--- config.mk ---
export PLATFORM = sky130hd
export DESIGN_NAME = data_sram_axi_bridge
export DESIGN_NICKNAME = d
export VERILOG_FILES = /design/src/rtl/data_sram_axi_bridge_pkg.sv /design/src/rtl/data_sram_axi_bridge_wen_to_axsize.sv /design/src/rtl/data_sram_axi_bridge.sv
export SDC_FILE = /design/constraint.sdc
export NUM_CORES = 1
export LEC_CHECK = 0
export ABC_CLOCK_PERIOD_IN_PS = 2550
export BUFFER_PORTS_ARGS = -buffer_cell sky130_fd_sc_hd__buf_2
export CORE_AREA = 4 4 115 117
export CTS_BUF_LIST = sky130_fd_sc_hd__clkbuf_4 sky130_fd_sc_hd__clkbuf_8 sky130_fd_sc_hd__clkbuf_16
export DETAILED_ROUTE_END_ITERATION = 7
export DIE_AREA = 0 0 119 121
export GPL_TIMING_DRIVEN = 0
export PLACE_DENSITY = 0.73
export SLEW_MARGIN = 25
export SYNTH_ARGS = -nofsm -noshare
export SYNTH_HDL_FRONTEND = slang
export SYNTH_SLANG_ARGS = --single-unit
--- constraint.sdc ---
create_clock -name clk -period 2.55 [get_ports clk]
set_clock_uncertainty 0.05 [all_clocks]
set_input_delay 0.255 -clock clk [delete_from_list [all_inputs] [get_ports clk]]
set_output_delay 0.255 -clock clk [all_outputs]
set_load 0.05 [all_outputs]
--- src/rtl/data_sram_axi_bridge_pkg.sv ---
// Shared AXI encodings and FSM state type for the data-side SRAM-to-AXI bridge.
package data_sram_axi_bridge_pkg;

    localparam logic [1:0] AXI_BURST_INCR = 2'b01;
    localparam logic [1:0] AXI_RESP_OKAY  = 2'b00;

    localparam logic [2:0] AXI_SIZE_1B = 3'd0;
    localparam logic [2:0] AXI_SIZE_2B = 3'd1;
    localparam logic [2:0] AXI_SIZE_4B = 3'd2;

    typedef enum logic [2:0] {
        IDLE,
        RD_A,
        RD_D,
        WR_AW,
        WR_B,
        DONE
    } state_t;

endpackage

--- src/rtl/data_sram_axi_bridge_wen_to_axsize.sv ---
// Maps SRAM byte-write enables onto the AXI transfer size of a single-beat write.
module wen_to_axsize
    import data_sram_axi_bridge_pkg::*;
(
    input  logic [3:0] wen,
    output logic [2:0] axsize
);

    always_comb begin
        axsize = AXI_SIZE_4B;
        case (wen)
            4'b1111:                            axsize = AXI_SIZE_4B;
            4'b0011, 4'b1100:                   axsize = AXI_SIZE_2B;
            4'b0001, 4'b0010, 4'b0100, 4'b1000: axsize = AXI_SIZE_1B;
            default:                            axsize = AXI_SIZE_4B;
        endcase
    end

endmodule

--- src/rtl/data_sram_axi_bridge.sv ---
// Converts one SRAM-like data request at a time into a single-beat AXI4 read or write,
// stalling the core until the response arrives and holding read data until it advances.
module data_sram_axi_bridge
    import data_sram_axi_bridge_pkg::*;
#(
    parameter int unsigned         ID_W   = 4,
    parameter logic [ID_W-1:0]     AXI_ID = ID_W'(1)
) (
    input  logic            clk,
    input  logic            resetn,

    input  logic            data_sram_en,
    input  logic [3:0]      data_sram_wen,
    input  logic [31:0]     data_sram_addr,
    input  logic [31:0]     data_sram_wdata,
    output logic [31:0]     data_sram_rdata,
    input  logic            pipeline_stall,
    output logic            data_stall,
    output logic            bus_err,

    output logic [ID_W-1:0] arid,
    output logic [31:0]     araddr,
    output logic [7:0]      arlen,
    output logic [2:0]      arsize,
    output logic [1:0]      arburst,
    output logic            arvalid,
    input  logic            arready,

    input  logic [ID_W-1:0] rid,
    input  logic [31:0]     rdata,
    input  logic [1:0]      rresp,
    input  logic            rlast,
    input  logic            rvalid,
    output logic            rready,

    output logic [ID_W-1:0] awid,
    output logic [31:0]     awaddr,
    output logic [7:0]      awlen,
    output logic [2:0]      awsize,
    output logic [1:0]      awburst,
    output logic            awvalid,
    input  logic            awready,

    output logic [ID_W-1:0] wid,
    output logic [31:0]     wdata,
    output logic [3:0]      wstrb,
    output logic            wlast,
    output logic            wvalid,
    input  logic            wready,

    input  logic [ID_W-1:0] bid,
    input  logic [1:0]      bresp,
    input  logic            bvalid,
    output logic            bready
);

    state_t      state_q, state_d;
    logic [31:0] addr_q;
    logic [31:0] wdata_q;
    logic [3:0]  wen_q;
    logic        aw_pend_q;
    logic        w_pend_q;
    logic [31:0] rdata_q;
    logic        bus_err_q;

    // Single-beat, in-order, one outstanding: response IDs and RLAST carry no information here.
    logic unused_resp_fields;
    assign unused_resp_fields = ^{rid, rlast, bid};

    always_ff @(posedge clk or negedge resetn) begin
        if (!resetn) begin
            state_q <= IDLE;
        end else begin
            state_q <= state_d;
        end
    end

    always_comb begin
        state_d    = state_q;
        data_stall = 1'b0;
        arvalid    = 1'b0;
        rready     = 1'b0;
        awvalid    = 1'b0;
        wvalid     = 1'b0;
        bready     = 1'b0;
        case (state_q)
            IDLE: begin
                data_stall = data_sram_en;
                if (data_sram_en) begin
                    state_d = (data_sram_wen == 4'b0000) ? RD_A : WR_AW;
                end
            end
            RD_A: begin
                data_stall = 1'b1;
                arvalid    = 1'b1;
                if (arready) state_d = RD_D;
            end
            RD_D: begin
                data_stall = 1'b1;
                rready     = 1'b1;
                if (rvalid) state_d = DONE;
            end
            WR_AW: begin
                data_stall = 1'b1;
                awvalid    = aw_pend_q;
                wvalid     = w_pend_q;
                // Each channel is finished once its handshake has happened, now or earlier.
                if ((!aw_pend_q || awready) && (!w_pend_q || wready)) begin
                    state_d = WR_B;
                end
            end
            WR_B: begin
                data_stall = 1'b1;
                bready     = 1'b1;
                if (bvalid) state_d = DONE;
            end
            DONE: begin
                if (!pipeline_stall) state_d = IDLE;
            end
            default: state_d = IDLE;
        endcase
    end

    always_ff @(posedge clk or negedge resetn) begin
        if (!resetn) begin
            addr_q    <= '0;
            wdata_q   <= '0;
            wen_q     <= '0;
            aw_pend_q <= 1'b0;
            w_pend_q  <= 1'b0;
            rdata_q   <= '0;
            bus_err_q <= 1'b0;
        end else begin
            bus_err_q <= 1'b0;
            if (state_q == IDLE && data_sram_en) begin
                addr_q    <= data_sram_addr;
                wdata_q   <= data_sram_wdata;
                wen_q     <= data_sram_wen;
                aw_pend_q <= |data_sram_wen;
                w_pend_q  <= |data_sram_wen;
            end
            if (awvalid && awready) aw_pend_q <= 1'b0;
            if (wvalid && wready)   w_pend_q  <= 1'b0;
            if (state_q == RD_D && rvalid) begin
                rdata_q   <= rdata;
                bus_err_q <= (rresp != AXI_RESP_OKAY);
            end
            if (state_q == WR_B && bvalid) begin
                bus_err_q <= (bresp != AXI_RESP_OKAY);
            end
        end
    end

    wen_to_axsize u_wen_to_axsize (
        .wen    (wen_q),
        .axsize (awsize)
    );

    assign data_sram_rdata = rdata_q;
    assign bus_err         = bus_err_q;

    assign arid    = AXI_ID;
    assign araddr  = {addr_q[31:2], 2'b00};
    assign arlen   = '0;
    assign arsize  = AXI_SIZE_4B;
    assign arburst = AXI_BURST_INCR;

    assign awid    = AXI_ID;
    assign awaddr  = addr_q;
    assign awlen   = '0;
    assign awburst = AXI_BURST_INCR;

    assign wid     = AXI_ID;
    assign wdata   = wdata_q;
    assign wstrb   = wen_q;
    assign wlast   = 1'b1;

endmodule
======== Yosys cells after proc, flatten, opt, wreduce, memory -nomap -nowiden ========
Cells that the tools add are included.
word-level totals
  register bits after elaboration ......... 106
  bits of input ports ..................... 122
  output and inout port bits .............. 178
  word-level logic and storage cells ...... 66
operators by class
  equality and inequality tests ........... 17
  mux-type cells .......................... 20
  reductions and logical operators ........ 21
operators with widths
  kind                                                 count
  2-to-1 mux 3 bit                                     6
  one-hot mux 3 bit (6 select lines)                   1
  inequality test 2 bit, second input constant         6
  OR reduction 4 bit                                   3
  2-to-1 mux 1 bit                                     10
  equality test 4 x 2 -> 1 bit, second input constant  2
  equality test 4 bit, second input constant           2
  nonzero test 2 bit                                   4
  equality test 3 x 2 -> 1 bit, second input constant  2
  equality test 3 bit, second input constant           2
  logical AND 1 bit                                    6
  AND reduction 6 bit                                  1
  equality test 4 x 1 -> 1 bit, second input constant  1
  equality test 4 x 3 -> 1 bit, second input constant  1
  logical NOT 4 bit                                    1
  one-hot mux 2 bit (2 select lines)                   1
  equality test 3 x 1 -> 1 bit, second input constant  1
  logical NOT 3 bit                                    1
  logical NOT 1 bit                                    2
  logical OR 1 bit                                     2
  2-to-1 mux 2 bit                                     1
  one-hot mux 1 bit (2 select lines)                   1
  OR reduction 2 bit                                   1

======== Longest topological paths before layout ========
Gate-level depths: netlist of the first run.
  depth after elaboration ................. 5
  mapped depth ............................ 5
  depth with buffers taken out ............ 3

======== Modules after synthesis ========
A second synthesis of the first run with hierarchy kept.
unflattened totals
  cell total of the unflattened synthesis .. 337
  area total of the unflattened synthesis .. 4992.3 um2
modules (own cells, without submodules)
  module                times used  cells each  area an instance (um2)  sequential area each (um2)
  data_sram_axi_bridge  1           330         4946.0                  2652.5
  wen_to_axsize         1           7           46.3                    0.0

======== Worst setup path before layout of the first run ========
Ideal clock, no wire load.
  kind .................................... register -> register
  start point ............................. register state_q[2]
  end point ............................... register bus_err_q, in the netlist bus_err
  library setup time ...................... 0.083 ns
  data arrival time ....................... 2.118 ns
  required time ........................... 2.417 ns
  slack ................................... 0.300 ns
  stages on the path, launching flop included .. 5
  path buffers ............................ 1
  clock period less this slack ............ 2.250 ns
  cell sequence ........................... dfrtp_1 > buf_2 > nor3b_1 > o211ai_1 > o21ai_0
between the ends
  cells in the longest elaborated chain, start to end .. 4
  elaborated cells between the ends (all ways) .. 6
  those cells by class .................... eq/ne (2); mux (2); reduce/logical (2)
RTL lines
  item                          line                         text
  start, declared               data_sram_axi_bridge.sv:57   state_t state_q, state_d;
  start signal, assigned        data_sram_axi_bridge.sv:74   state_q <= state_d;
  equality test 3 x 2 -> 1 bit  data_sram_axi_bridge.sv:144  if (state_q == RD_D && rvalid) begin
  logical AND 1 bit             data_sram_axi_bridge.sv:144
  2-to-1 mux 1 bit              data_sram_axi_bridge.sv:144
  2-to-1 mux 1 bit *            data_sram_axi_bridge.sv:148  if (state_q == WR_B && bvalid) begin
  end signal, assigned          data_sram_axi_bridge.sv:146  bus_err_q <= (rresp != AXI_RESP_OKAY);
  end signal, assigned          data_sram_axi_bridge.sv:149  bus_err_q <= (bresp != AXI_RESP_OKAY);
  end, declared                 data_sram_axi_bridge.sv:64   logic bus_err_q;
Every way passes the cells marked *; elsewhere a longest branch is shown, timed or not.
A chain may end at the register's enable or synchronous reset.

======== Final worst setup path of the first run ========
  start point ............................. register state_q[1]
  end point ............................... register wdata_q[0], in the netlist wdata[0]
between the ends
  cells in the longest elaborated chain, start to end .. 2
RTL lines
  item                  line                         text
  logical NOT 3 bit     data_sram_axi_bridge.sv:135  if (state_q == IDLE && data_sram_en) begin
  logical AND 1 bit     data_sram_axi_bridge.sv:135
  end signal, assigned  data_sram_axi_bridge.sv:137  wdata_q <= data_sram_wdata;
  end, declared         data_sram_axi_bridge.sv:59   logic [31:0] wdata_q;
Every way passes these cells.

==> results of run 1 <==
[cells in the mapped netlist (2+ instances only)]
cell type,n
and3_1,2
a211oi_1,3
dfrtp_1,106
mux2_2,94
buf_6,8
inv_1,3
nor2_1,8
nand2b_1,2
nand3_1,3
mux2i_1,2
mux2_1,6
buf_4,70
buf_2,5
nor3_1,2
nor2b_1,2
conb_1,2
[metal layers]
layer  up-vias  routed length, um  part of all wire  track usage
met1      1678               4200              0.37        0.177
met3        19                896             0.078       0.0480
met2       153               6090              0.53        0.276
met4         0                271             0.024       0.0739
li1       1645                  -                 -            -
met5         -                  0                 0            0
[final timing paths]
check,end,depth (start not counted),from
worst max-delay path,wdata[0],4,state_q[1]
worst min register to register,wdata[26],1,wdata[26]
worst min-delay path,w_pend_q,2,wready
min in group asynchronous,data_sram_rdata[1],2,resetn
max in group asynchronous,wstrb[2],3,resetn
worst max register to register,wdata[0],4,state_q[1]
[cells by family after synthesis]
family / Yosys count
buf+inv: 86
xor+xnor: 1
other cells: 2
simple gates: 27
flops: 106
compound gates: 10
mux: 103
[worst max-delay path, stage by stage (launching register included)]
cell     delay [ns]
dfrtp_1        0.37
buf_6          0.14
nor4b_4        0.70
buf_6          0.25
mux2_2         0.34
[sequential cells by signal (all words and copies together), names as in the netlist]
signal / count
awaddr: 32
w_pend_q: 1
aw_pend_q: 1
wdata: 32
wstrb: 4
data_sram_rdata: 32
bus_err: 1
state_q: 3
[cell type report]
type,instances,area (sq um)
well taps,172,215
multi-input cells,180,1570
clock buffers,13,268
inverters,3,11.3
clock inverters,2,12.5
flip-flops and latches,106,2650
repair buffers,253,1300
fillers,1046,5700
plain buffers,83,641
[through the flow]
stage | utilization | instances | cell area, sq um
6_report | 0.539 | 812 | 6670
5_1_grt | 0.539 | 812 | 6670
4_1_cts | 0.539 | 812 | 6670
3_5_place_dp | 0.516 | 796 | 6370
3_3_place_gp | 0.513 | 795 | 6340
2_1_floorplan | - | 372 | 4870
==> impl_metrics.py, run 1 <==
metrics = {
    "floorplan": {
        "num_rows": 41,
        "die_w_um": 119,
        "pin_count": 300,
        "coreArea_sq_um": 12400,
        "die_h_um": 121,
        "die-area_sq_um": 14400,
        "initial_core_util": 0.383,
    },
    "setup_path": {
        "critPathMaxFanout": 10,
        "end_kind": "flop",
        "crit_path_start_kind": "flop",
        "cp.required_ns": 2.72,
        "path_class": "flop to flop",
        "arrival_ns": 2.15,
        "r2r_setup_slack_ns": 0.57,
    },
    "placed_design": {
        "numPortBuffers": 251,
        "dpl.hpwl_um": 9360,
        "gp_congestion": 0.793,
        "place_ws_ns": 0.515,
    },
    "synthesis": {
        "ys_seq_elements": 106,
        "yosysWarnings": 0,
        "synth_top_cell_area_share": 0.561,
        "synth_top_family_by_area": "multiplexers",
        "synth_edf_count": 0,
        "ys_types": 33,
        "synth_area_per_cell_sq_um": 14.1,
        "synth_compound_area_frac": 0.0167,
        "synth_area_leaders": "dfrtp_1 56%, mux2_2 22%, buf_4 11%, buf_6 1.9%, mux2_1 1.4%",
        "syn_area_sq_um": 4730,
        "yosysTopAreaCell": "dfrtp_1",
        "postSynthCellCount": 335,
        "synthXorXnorAreaFrac": 0.00185,
        "ys_async_sr_fraction": 1.00,
        "synth-adder-area-share": 0,
        "synth-main-ff-cell": "dfrtp_1",
        "seq_area_frac_synth": 0.561,
        "yosys.area_share.simple": 0.0344,
        "synthMuxAreaShare": 0.247,
    },
    "global_route": {
        "grt_pass1_wl_um": 18100,
        "first_global_vias": 3614,
        "grt.total_usage": 0.158,
        "antenna_found_initial": 0,
        "grt_max_degree": 55,
        "grt_remaining_overflow": 0,
    },
    "routing": {
        "vias_per_cell": 4.30,
        "firstDrtPassIters": 6,
        "drt-total-wl_um": 11500,
        "via_count": 3495,
        "first_iter_violations": 130,
        "antenna_left": 0,
        "routedWlPerCell_um": 14.1,
        "drc": 0,
    },
    "layout": {
        "area_growth_pct": 40.9,
        "final_cell_mix": "255 x buf_2, 106 x dfrtp_1, 94 x mux2_2",
        "layout_commonest_cell": "buf_2",
        "drive_gt1_frac": 0.700,
        "nets": 758,
        "antennaDiodeCount": 0,
    },
    "sta": {
        "grt_setup_unrepaired": "false",
        "drv_slew": 0,
        "fmax_mhz": 505,
        "max_slew_margin": 0.443,
        "timing.hold.ws_ns": 0.0507,
        "hold_violations": 0,
        "fin_crit_sh": 0.777,
        "finalSetupTns_ns": 0,
        "fin_crit_ns": 1.98,
        "tightestPinTransition_ns": 0.832,
        "setup_viol": 0,
        "setup_slack_ns": 0.570,
    },
    "status": {
        "status": "complete, no violations",
    },
    "clocking": {
        "postCtsSetupBuffers": 0,
        "cts_buffer_depth": 2,
        "cts_root_buffer": "clkbuf_16",
        "path_clk_slew_ns": 0.07,
        "h-tree-depth": 3,
        "clock_sinks": 106,
        "clock_latency_ns": 0.34,
        "cts_tree": "yes",
        "cts-buffers-inserted": 9,
        "post_cts_resized": 0,
        "hold_buffers": 1,
    },
    "worst_hold_path": {
        "hold_class": "input port to flop",
    },
    "job": {
        "max_cap_viol_count": 0,
    },
}
Power of run 1 is not shown: default switching activity piles up to over one toggle a cycle in this logic, so the estimate is an artifact.
==> inputs of run 2 (changes only) <==
--- a/config.mk
+++ b/config.mk
@@ -5,7 +5,7 @@
 export SDC_FILE = /design/constraint.sdc
 export NUM_CORES = 1
 export LEC_CHECK = 0
-export ABC_CLOCK_PERIOD_IN_PS = 2550
+export ABC_CLOCK_PERIOD_IN_PS = 1900
 export BUFFER_PORTS_ARGS = -buffer_cell sky130_fd_sc_hd__buf_2
 export CORE_AREA = 4 4 115 117
 export CTS_BUF_LIST = sky130_fd_sc_hd__clkbuf_4 sky130_fd_sc_hd__clkbuf_8 sky130_fd_sc_hd__clkbuf_16
==> constraint.sdc (replaced) <==
create_clock -name clk -period 1.9 [get_ports clk]
set_clock_uncertainty 0.05 [all_clocks]
set_input_delay 0.19 -clock clk [delete_from_list [all_inputs] [get_ports clk]]
set_output_delay 0.19 -clock clk [all_outputs]
set_load 0.05 [all_outputs]
==> impl_metrics.py, run 2 (synthesis results as in run 1) <==
metrics = {
    "global_route": {
        "first_global_vias": 3709,
        "grt.total_usage": 0.159,
        "grt_remaining_overflow": 0,
        "antenna_found_initial": 0,
        "grt_pass1_wl_um": 18500,
        "grt_max_degree": 69,
    },
    "setup_path": {
        "cp.required_ns": 1.66,
        "critPathMaxFanout": 10,
        "end_kind": "output pin",
        "path_class": "flop to output pin",
        "arrival_ns": 1.55,
        "crit_path_start_kind": "flop",
    },
    "routing": {
        "drt-total-wl_um": 11400,
        "firstDrtPassIters": 4,
        "routedWlPerCell_um": 13.9,
        "vias_per_cell": 4.29,
        "drc": 0,
        "via_count": 3511,
        "antenna_left": 0,
        "first_iter_violations": 91,
    },
    "layout": {
        "area_growth_pct": 42.7,
        "drive_gt1_frac": 0.704,
        "nets": 763,
        "fill_cells": 1074,
        "final_cell_mix": "252 x buf_2, 106 x dfrtp_1, 94 x mux2_2",
        "final_util": 0.546,
        "layout_commonest_cell": "buf_2",
        "antennaDiodeCount": 0,
    },
    "floorplan": {
        "pin_count": 300,
        "die_w_um": 119,
        "initial_core_util": 0.383,
        "num_rows": 41,
        "coreArea_sq_um": 12400,
        "die_h_um": 121,
        "die-area_sq_um": 14400,
    },
    "clocking": {
        "clock_latency_ns": 0.33,
        "cts_tree": "yes",
        "h-tree-depth": 3,
        "cts-buffers-inserted": 9,
        "path_clk_slew_ns": 0.07,
        "cts_root_buffer": "clkbuf_16",
        "cts_buffer_depth": 2,
        "clock_sinks": 106,
    },
    "sta": {
        "timing.hold.ws_ns": 0.0209,
        "setup_viol": 0,
        "fin_crit_ns": 1.79,
        "fmax_mhz": 559,
        "setup_slack_ns": 0.111,
        "grt_setup_unrepaired": "false",
        "finalSetupTns_ns": 0,
        "fin_crit_sh": 0.942,
        "hold_violations": 0,
        "drv_slew": 0,
    },
    "status": {
        "status": "complete, no violations",
    },
    "placed_design": {
        "dpl.hpwl_um": 9390,
        "numPortBuffers": 251,
        "place_ws_ns": -0.171,
        "gp_congestion": 0.761,
    },
    "worst_hold_path": {
        "hold_class": "input port to flop",
    },
    "job": {
        "max_cap_viol_count": 0,
    },
}
## run 2: cell types whose count changed in the layout (fill, tap and decap cells not counted)
cell	previous run	this run
nor3_1	2	0
nor2b_1	2	1
dlygate4sd3_1	1	4
clkbuf_4	2	4
buf_4	70	74
clkbuf_8	2	1
nor3b_1	1	0
buf_2	255	252
nor3b_2	0	1
buf_12	0	1
nor3_2	0	2
nor2b_2	0	1
## run 2: path summary, 6_finish.rpt
check | cells after the start | startpoint | to | slack [ns]
setup / recovery | 3 | state_q[2] | bready | 0.11
hold / removal | 2 | data_sram_wdata[26] | wdata[26] | 0.02
setup reg to reg | 5 | state_q[2] | data_sram_rdata[16] | 0.20
hold reg to reg | 1 | wdata[25] | wdata[25] | 0.44
max in group asynchronous | 3 | resetn | data_sram_rdata[27] | 0.88
min in group asynchronous | 2 | resetn | awaddr[2] | 0.27
## run 2: critical path, cell delays in order (launching register included)
cell     delay (ns)
dfrtp_1        0.41
buf_2          0.26
nor3b_2        0.25
buf_2          0.30
## run 2: cell type report
cell class / count / area, sq um / share of cell area
Clock buffer: 14 / 269 / 0.0399
Timing Repair Buffer: 258 / 1370 / 0.202
Buffer: 83 / 641 / 0.0949
Sequential cell: 106 / 2650 / 0.393
Clock inverter: 2 / 12.5 / 0.00185
Tap cell: 172 / 215 / 0.0319
Inverter: 3 / 11.3 / 0.00167
Multi-Input combinational cell: 180 / 1580 / 0.235
## run 2: per-layer routing
metal	global-route usage	vias to the layer above	wire, um
met3	0.0517	20	952
met1	0.178	1674	4260
met2	0.279	163	5940
met5	0	-	0
met4	0.0637	0	244
li1	-	1654	-
## run 2: repair_timing
action	4_1_cts	5_1_grt
setup endpoints to repair	72	3
hold buffers	4	0
gates resized for setup	2	3
pin swaps	1	0
setup buffers	2	0
hold endpoints to repair	41	0
## run 2: per-stage QoR
stage | area [sq um] | std cells
2_1_floorplan | 4880 | 372
3_3_place_gp | 6360 | 795
3_5_place_dp | 6390 | 796
4_1_cts | 6740 | 818
5_1_grt | 6750 | 818
6_report | 6750 | 818
Power of run 2 is left out for the same reason.
==> inputs of run 3 (changes only) <==
--- a/config.mk
+++ b/config.mk
@@ -5,7 +5,7 @@
 export SDC_FILE = /design/constraint.sdc
 export NUM_CORES = 1
 export LEC_CHECK = 0
-export ABC_CLOCK_PERIOD_IN_PS = 1900
+export ABC_CLOCK_PERIOD_IN_PS = 2200
 export BUFFER_PORTS_ARGS = -buffer_cell sky130_fd_sc_hd__buf_2
 export CORE_AREA = 4 4 115 117
 export CTS_BUF_LIST = sky130_fd_sc_hd__clkbuf_4 sky130_fd_sc_hd__clkbuf_8 sky130_fd_sc_hd__clkbuf_16
==> constraint.sdc (replaced) <==
create_clock -name clk -period 2.2 [get_ports clk]
set_clock_uncertainty 0.05 [all_clocks]
set_input_delay 0.22 -clock clk [delete_from_list [all_inputs] [get_ports clk]]
set_output_delay 0.22 -clock clk [all_outputs]
set_load 0.05 [all_outputs]
==> impl_metrics.py, run 3 (synthesis results as in run 1) <==
metrics = {
    "clocking": {
        "clock_latency_ns": 0.34,
        "clock_sinks": 106,
        "cts_root_buffer": "clkbuf_16",
        "postCtsSetupBuffers": 0,
        "cts-buffers-inserted": 9,
        "post_cts_resized": 0,
        "cts_tree": "yes",
        "cts_buffer_depth": 2,
        "hold_buffers": 2,
        "path_clk_slew_ns": 0.07,
        "h-tree-depth": 3,
    },
    "floorplan": {
        "coreArea_sq_um": 12400,
        "num_rows": 41,
        "die_w_um": 119,
        "die_h_um": 121,
        "initial_core_util": 0.383,
        "pin_count": 300,
        "die-area_sq_um": 14400,
    },
    "placed_design": {
        "gp_congestion": 0.824,
        "dpl.hpwl_um": 9470,
        "numPortBuffers": 251,
    },
    "routing": {
        "antenna_left": 0,
        "via_count": 3497,
        "first_iter_violations": 93,
        "drc": 0,
        "routedWlPerCell_um": 14.2,
        "firstDrtPassIters": 4,
        "drt-total-wl_um": 11600,
        "vias_per_cell": 4.30,
    },
    "sta": {
        "max_slew_margin": 0.480,
        "drv_slew": 0,
        "timing.hold.ws_ns": 0.0191,
        "hold_violations": 0,
        "fmax_mhz": 514,
        "tightestPinTransition_ns": 0.776,
        "setup_viol": 0,
        "grt_setup_unrepaired": "false",
        "fin_crit_sh": 0.884,
        "fin_crit_ns": 1.95,
    },
    "layout": {
        "final_cell_mix": "255 x buf_2, 106 x dfrtp_1, 94 x mux2_2",
        "layout_commonest_cell": "buf_2",
        "area_growth_pct": 41.2,
        "final_util": 0.540,
        "drive_gt1_frac": 0.701,
        "nets": 759,
        "antennaDiodeCount": 0,
    },
    "global_route": {
        "grt_pass1_wl_um": 17900,
        "grt_remaining_overflow": 0,
        "first_global_vias": 3636,
        "antenna_found_initial": 0,
        "grt_max_degree": 56,
        "grt.total_usage": 0.155,
    },
    "setup_path": {
        "crit_path_start_kind": "flop",
        "arrival_ns": 2.11,
        "critPathMaxFanout": 10,
        "end_kind": "flop",
        "cp.required_ns": 2.37,
        "path_class": "flop to flop",
    },
    "status": {
        "status": "complete, no violations",
    },
    "worst_hold_path": {
        "hold_class": "input port to flop",
    },
    "job": {
        "max_cap_viol_count": 0,
    },
}
## run 3: changes by cell type in the layout (fill, tap and decap cells not counted), moves of 2 or more
cell,delta
buf_4,-4
buf_2,+3
clkbuf_4,-2
clkinv_4,+2
dlygate4sd3_1,-2
nor3_1,+2
nor3_2,-2
## run 3: final timing paths
path / start / endpoint / slack [ns] / cells past startpoint
worst max-delay path: state_q[1] / awaddr[6] / 0.25 / 4
worst min-delay path: wready / w_pend_q / 0.02 / 2
worst max register to register: state_q[1] / awaddr[6] / 0.25 / 4
worst min register to register: wdata[23] / wdata[23] / 0.43 / 1
max in group asynchronous: resetn / wdata[11] / 1.14 / 3
min in group asynchronous: resetn / awaddr[9] / 0.33 / 2
## run 3: through the flow
| stage | instance area [sq um] | cells | setup WS (ns) | TNS [ns] |
|---|---|---|---|---|
| global placement | 6350 | 795 | -0.223 | -22.70 |
| global route | 6680 | 814 | 0.107 | 0 |
| floorplan | 4870 | 372 | 0.218 | 0 |
| finish | 6680 | 814 | 0.255 | 0 |
| CTS | 6680 | 814 | 0.171 | 0 |
| detailed placement | 6380 | 796 | 0.186 | 0 |
## run 3: layout make-up
class                           instances  area (sq um)
Clock buffer                           12           254
Multi-Input combinational cell        180          1570
Clock inverter                          4          27.5
Sequential cell                       106          2650
Inverter                                3          11.3
Fill cell                            1097          5680
Timing Repair Buffer                  254          1310
Buffer                                 83           641
Tap cell                              172           215
## run 3: critical path, stage by stage, from the launching register on
cell	delay, ns
dfrtp_1	0.38
buf_6	0.14
nor4b_4	0.66
buf_6	0.24
mux2_2	0.35
## run 3: per-layer routing
metal / track usage / wire [um] / up-vias
met4: 0.0666 / 249 / 0
met3: 0.0406 / 846 / 19
met1: 0.167 / 4160 / 1678
met2: 0.285 / 6320 / 156
met5: 0 / 0 / -
li1: - / - / 1644
Power of run 3 is left out for the same reason.
